<file path="src/rtl/lab_pkg.sv">
// -----------------------------------------------------------------------------
// lab_pkg -- shared definitions for the digit_scanner display driver.
//
// Contents:
//   state_t        two-state scanner FSM encoding (IDLE = dark, SCAN = cycling)
//   DWELL_DEFAULT  default number of clock cycles each digit is held
//   BLANK_LIMIT    nibbles below this value are not displayable (decoder is A-F)
//   AN_OFF         all digit enables released (active-low)
//   nibble_sel     picks digit idx out of a packed 4-digit word
//   an_decode      one-hot-low digit enable for digit idx
// -----------------------------------------------------------------------------
package lab_pkg;

  typedef enum logic {
    IDLE = 1'b0,
    SCAN = 1'b1
  } state_t;

  localparam int         DWELL_DEFAULT = 1000;
  localparam logic [3:0] BLANK_LIMIT   = 4'hA;
  localparam logic [3:0] AN_OFF        = 4'b1111;

  // Digit k lives in bits [4k+3:4k].
  function automatic logic [3:0] nibble_sel(input logic [15:0] word,
                                            input logic [1:0]  idx);
    return word[4*idx +: 4];
  endfunction

  // Active-low enable: only bit idx is pulled low.
  function automatic logic [3:0] an_decode(input logic [1:0] idx);
    return ~(4'b0001 << idx);
  endfunction

endpackage

</file>
<file path="src/rtl/dwell_counter.sv">
// -----------------------------------------------------------------------------
// dwell_counter -- counts the cycles a digit stays on and flags the last one.
//
// Ports:
//   clk    system clock, rising edge
//   reset  synchronous active-high reset, forces count to 0
//   clr    synchronous clear, forces count to 0
//   en     count enable (high while scanning)
//   wrap   high in the cycle where count == DWELL-1 and en is set; the count
//          returns to 0 on the following edge
// -----------------------------------------------------------------------------
module dwell_counter
  import lab_pkg::*;
#(
  parameter int DWELL = DWELL_DEFAULT
) (
  input  logic clk,
  input  logic reset,
  input  logic clr,
  input  logic en,
  output logic wrap
);

  localparam int             W    = (DWELL > 1) ? $clog2(DWELL) : 1;
  localparam logic [W-1:0]   LAST = W'(DWELL - 1);

  logic [W-1:0] count;

  // NOTE: state registers use non-blocking assignments so every flop samples
  // pre-edge values; blocking here would create order-dependent simulation.
  always_ff @(posedge clk) begin
    if (reset || clr) begin
      count <= '0;
    end else if (en) begin
      count <= (count == LAST) ? '0 : count + 1'b1;
    end
  end

  assign wrap = en && (count == LAST);

endmodule

</file>
<file path="src/rtl/digit_scanner.sv">
// -----------------------------------------------------------------------------
// digit_scanner -- time-multiplexes four hex digits onto a shared A-F segment
// decoder with double-buffered word loading.
//
// Ports:
//   clk        system clock, rising edge
//   reset      synchronous active-high reset, dominates everything
//   load       request to accept data_in (taken when ready=1 and clear=0)
//   data_in    four packed hex codes, digit 0 in [3:0]
//   clear      blank the display and stop scanning; beats load and transfer
//   ready      high when a load will be accepted this cycle
//   w,x,y,z    registered code of the selected digit, w is the MSB
//   an         registered active-low digit enables (one-hot-low or all high)
//
// A load goes into the shadow word. The shadow is promoted to the active word
// either immediately from IDLE or at the end of a full frame (digit 3 wrap),
// so a new word never appears part-way through a frame.
// -----------------------------------------------------------------------------
module digit_scanner
  import lab_pkg::*;
#(
  parameter int DWELL = DWELL_DEFAULT
) (
  input  logic        clk,
  input  logic        reset,
  input  logic        load,
  input  logic [15:0] data_in,
  input  logic        clear,
  output logic        ready,
  output logic        w,
  output logic        x,
  output logic        y,
  output logic        z,
  output logic [3:0]  an
);

  state_t      state;
  logic [15:0] active;
  logic [15:0] shadow;
  logic        shadow_full;
  logic [1:0]  index;
  logic [3:0]  nib;
  logic        wrap;

  assign ready = ~shadow_full;
  assign nib   = nibble_sel(active, index);

  // The counter is held at 0 outside SCAN, which also gives the required
  // zero start when IDLE hands over to SCAN.
  dwell_counter #(
    .DWELL (DWELL)
  ) u_dwell (
    .clk   (clk),
    .reset (reset),
    .clr   (clear || (state != SCAN)),
    .en    (state == SCAN),
    .wrap  (wrap)
  );

  always_ff @(posedge clk) begin
    if (reset) begin
      // NOTE: the data words are ordinary flops, not a memory, so clearing
      // them on reset is cheap and guarantees no stale digits survive.
      state          <= IDLE;
      active         <= '0;
      shadow         <= '0;
      shadow_full    <= 1'b0;
      index          <= '0;
      an             <= AN_OFF;
      {w, x, y, z}   <= 4'h0;
    end else if (clear) begin
      state          <= IDLE;
      shadow_full    <= 1'b0;
      index          <= '0;
      an             <= AN_OFF;
      {w, x, y, z}   <= 4'h0;
    end else begin
      // Outputs reflect the pre-edge digit, so an and the code always move
      // together one cycle after the index/active update.
      if (state == SCAN) begin
        {w, x, y, z} <= nib;
        an           <= (nib < BLANK_LIMIT) ? AN_OFF : an_decode(index);
      end else begin
        {w, x, y, z} <= 4'h0;
        an           <= AN_OFF;
      end

      case (state)
        IDLE: begin
          if (shadow_full) begin
            active      <= shadow;
            shadow_full <= 1'b0;
            index       <= '0;
            state       <= SCAN;
          end
        end
        SCAN: begin
          if (wrap) begin
            index <= index + 1'b1;
            // Frame boundary: swap in a pending word only after digit 3.
            if ((index == 2'd3) && shadow_full) begin
              active      <= shadow;
              shadow_full <= 1'b0;
            end
          end
        end
      endcase

      // Transfers above need shadow_full=1 and a load needs it 0, so these
      // two writes of shadow_full never collide.
      if (load && !shadow_full) begin
        shadow      <= data_in;
        shadow_full <= 1'b1;
      end
    end
  end

endmodule

</file>
<file path="config.mk">
export PLATFORM = sky130hd
export DESIGN_NAME = digit_scanner
export DESIGN_NICKNAME = d
export VERILOG_FILES = /design/src/rtl/lab_pkg.sv /design/src/rtl/dwell_counter.sv /design/src/rtl/digit_scanner.sv
export SDC_FILE = /design/constraint.sdc
export NUM_CORES = 1
export LEC_CHECK = 0
export ABC_AREA = 1
export BUFFER_PORTS_ARGS = -buffer_cell sky130_fd_sc_hd__buf_2
export CAP_MARGIN = 10
export CORE_UTILIZATION = 50
export CTS_CLUSTER_DIAMETER = 30
export DETAILED_ROUTE_END_ITERATION = 10
export PLACE_DENSITY = 0.8
export SETUP_SLACK_MARGIN = 0.2
export SKIP_CTS_REPAIR_TIMING = 1
export SLEW_MARGIN = 5
export SYNTH_ARGS = -nofsm -noshare
export SYNTH_HDL_FRONTEND = slang
export SYNTH_HIERARCHICAL = 1
export SYNTH_SLANG_ARGS = --single-unit
</file>
<file path="constraint.sdc">
create_clock -name clk -period 1.7 [get_ports clk]
set_clock_uncertainty 0.1 [all_clocks]
set_input_delay 0.17 -clock clk [delete_from_list [all_inputs] [get_ports clk]]
set_output_delay 0.17 -clock clk [all_outputs]
set_load 0.005 [all_outputs]
</file>
==> results.tsv <==
stage	metric	value	unit
yosys	top cell type's share of synthesized area	44.4	%
cells_and_area	FILL cells	422	
place	HPWL after DPL	3240	um
die	num rows	25	
setup_path	CP Class	reg2reg	
yosys	Syn Nets	346	
yosys	Seq/Total Area, Yosys	44.4	%
timing	FMAX	562	MHz
place	dpl cells	402	
yosys	most common cell in the netlist	nand2_1	
clock_network	CTS tree	done	
place	RD Place Congestion	0.893	
timing	Max-slew headroom	78.5	%
yosys	Post-Syn Area	2430	um^2
yosys	synthesized area per cell	7.59	um^2
yosys	yosys warns	6	
run_status	failing checks	setup timing	
routing	via count	2092	
routing	Initial DRC Count	126	
clock_network	Clk pin slew, worst setup/hold paths	0.11	ns
place	pre-CTS setup slack	-0.0335	ns
cells_and_area	Design Area, Final	2880	um^2
die	height of the die	71.8	um
timing	Worst Slack Setup Final	-0.0783	ns
power	worst vdd ir	0.000441	V
setup_path	CP Capture Type	flop	
global_routing	grt ovf	0	
clock_network	clock buffer depth	2	
timing	Final Critical Period	1.78	ns
cells_and_area	multi-input logic area	1150	um^2
setup_path	Max FO, Critical Path	16	
routing	Routed Antenna Nets	0	
yosys	most instantiated cells after synthesis	55 x nand2_1, 54 x dfxtp_1, 37 x a21oi_1, 37 x nand3_1, 35 x inv_1	
yosys	Gate Count Post-Synth	321	
timing	final hold violation count	0	
timing	# setup viols final	16	
cells_and_area	nets	385	
cells_and_area	share of layout cells above drive strength 1	24.4	%
die	Starting Density	51.9	%
yosys	ys async rst share	0	%
routing	remaining routing DRC violations	0	
clock_network	CTS root buf	clkbuf_8	
yosys	cell taking the most area after synthesis	dfxtp_1	
yosys	post-synthesis cell type count	29	
run_status	status	complete, but fails checks	
cells_and_area	ANT cells	0	
global_routing	initial antenna violation count	0	
setup_path	WP data required	1.86	ns
yosys	Post-synth EDFFs	0	
routing	vias per inst	5.04	
yosys	Top FF cell, synth	dfxtp_1	
yosys	synth top area cells	dfxtp_1 44%, nand2_1 8.5%, a21oi_1 7.6%	
power	leakage	0.00119	uW
setup_path	critical path arrival	1.94	ns
cells_and_area	register area	1080	um^2
power	PD cells	792	nW/um^2
global_routing	GRT Total Usage	20.1	%
hold_path	Min-Delay Path Class	in2reg	
run	Max Cap Viol	0	
die	core area	4690	um^2
die	chip width	71.8	um
setup_path	crit path launch type	flop	
cells_and_area	post-route insts no fill	415	
routing	post-DR wirelength/cell	11.7	um
die	Boundary Pins	29	
clock_network	clock latency on the worst-skew pair	0.32	ns
timing	Setup Total Neg Slack	-0.902	ns
global_routing	number of global-route vias before repair	1859	
cells_and_area	area grow syn2layout	18.1	%
clock_network	total CTS buffers	5	
global_routing	first-pass GRT wire length	8080	um
place	# port buffers	28	
timing	Worst-Margin Slew	0.323	ns
clock_network	clk sink count	54	
timing	max-slew violation count	0	
timing	Hold WS	0.00417	ns
yosys	Yosys reg bits	54	
timing	crit share post-route	105	%
timing	unrepaired setup endpoints after global routing	yes	
routing	Detailed Routing Iterations Pass 1	4	
routing	WL final	4840	um
global_routing	pin count of the biggest net entering global routing	34	
die	DIE AREA	5150	um^2
place	cell area after placement	2680	um^2
clock_network	H-tree depth	2	
[where the power goes]
part	switching [uW]	internal [uW]
clock network	463	309
registers	14.3	1300
logic	111	74.9
total	588	1690
[worst paths after layout]
path | from | to | slack [ns] | depth (start not counted)
worst min register to register | shadow[6] | shadow[6] | 0.36 | 2
worst max register to register | u_dwell/count[0] | active[3] | -0.08 | 10
worst min-delay path | data_in[5] | shadow[5] | 0.004 | 3
worst max-delay path | u_dwell/count[0] | active[3] | -0.08 | 10
[placed cells by master (no fill, tap or decap), drive strengths merged]
| master | n |
|---|---|
| nand3 | 38 |
| clkinv | 1 |
| nand3b | 1 |
| o211ai | 1 |
| xnor2 | 1 |
| or2 | 1 |
| inv | 42 |
| ha | 5 |
| a21oi | 39 |
| dfxtp | 54 |
| nand2 | 59 |
| clkbuf | 7 |
| o21a | 1 |
| nor3 | 1 |
| o21ai | 23 |
| mux2i | 1 |
| buf | 44 |
| nor2 | 42 |
[cell families after synthesis]
group           Yosys count  share of synthesized area, %
xor+xnor                  1                         0.360
fa+ha+maj                 5                          2.57
mux                       1                         0.411
compound gates           64                          14.3
flops                    54                          44.4
simple gates            142                          27.8
buf+inv                  54                          10.2
[per-stage QoR]
stage	utilization (%)	total power, uW
2_1_floorplan	-	1470
5_1_grt	61.3	2380
3_5_place_dp	57.1	1520
6_report	61.3	2280
4_1_cts	59.2	2280
3_3_place_gp	57.1	1520
[sequential cells by signal (all words and copies together), names as in the netlist]
name and cells:
active 16, shadow 16, u_dwell/count 10, an 4, index 2, shadow_full 1
state 1, w 1, x 1, y 1, z 1
[critical path: stages, from the launching register on]
cell and delay [ns]:
dfxtp_2 0.37, ha_4 0.16, nand2_4 0.07, nor2_4 0.12
nand3b_4 0.10, inv_4 0.07, nand2_4 0.06, a21oi_4 0.25
clkbuf_16 0.23, a21oi_1 0.08, nor2_1 0.11
[area by class of cell]
| cell class | count | share of cell area, % |
|---|---|---|
| multi-input cells | 213 | 39.9 |
| flip-flops and latches | 54 | 37.7 |
| repair buffers | 46 | 11.2 |
| inverters | 40 | 5.40 |
| clock buffers | 5 | 2.39 |
| well taps | 54 | 2.35 |
| clock inverters | 3 | 1.00 |
[routing by layer]
metal  GRT usage (%)  wire length, um
met5               0                0
met1            26.7             2300
met2            31.4             2210
met3            4.78              252
met4            8.06               77
Note: power is estimated with default switching activity, not from simulation.
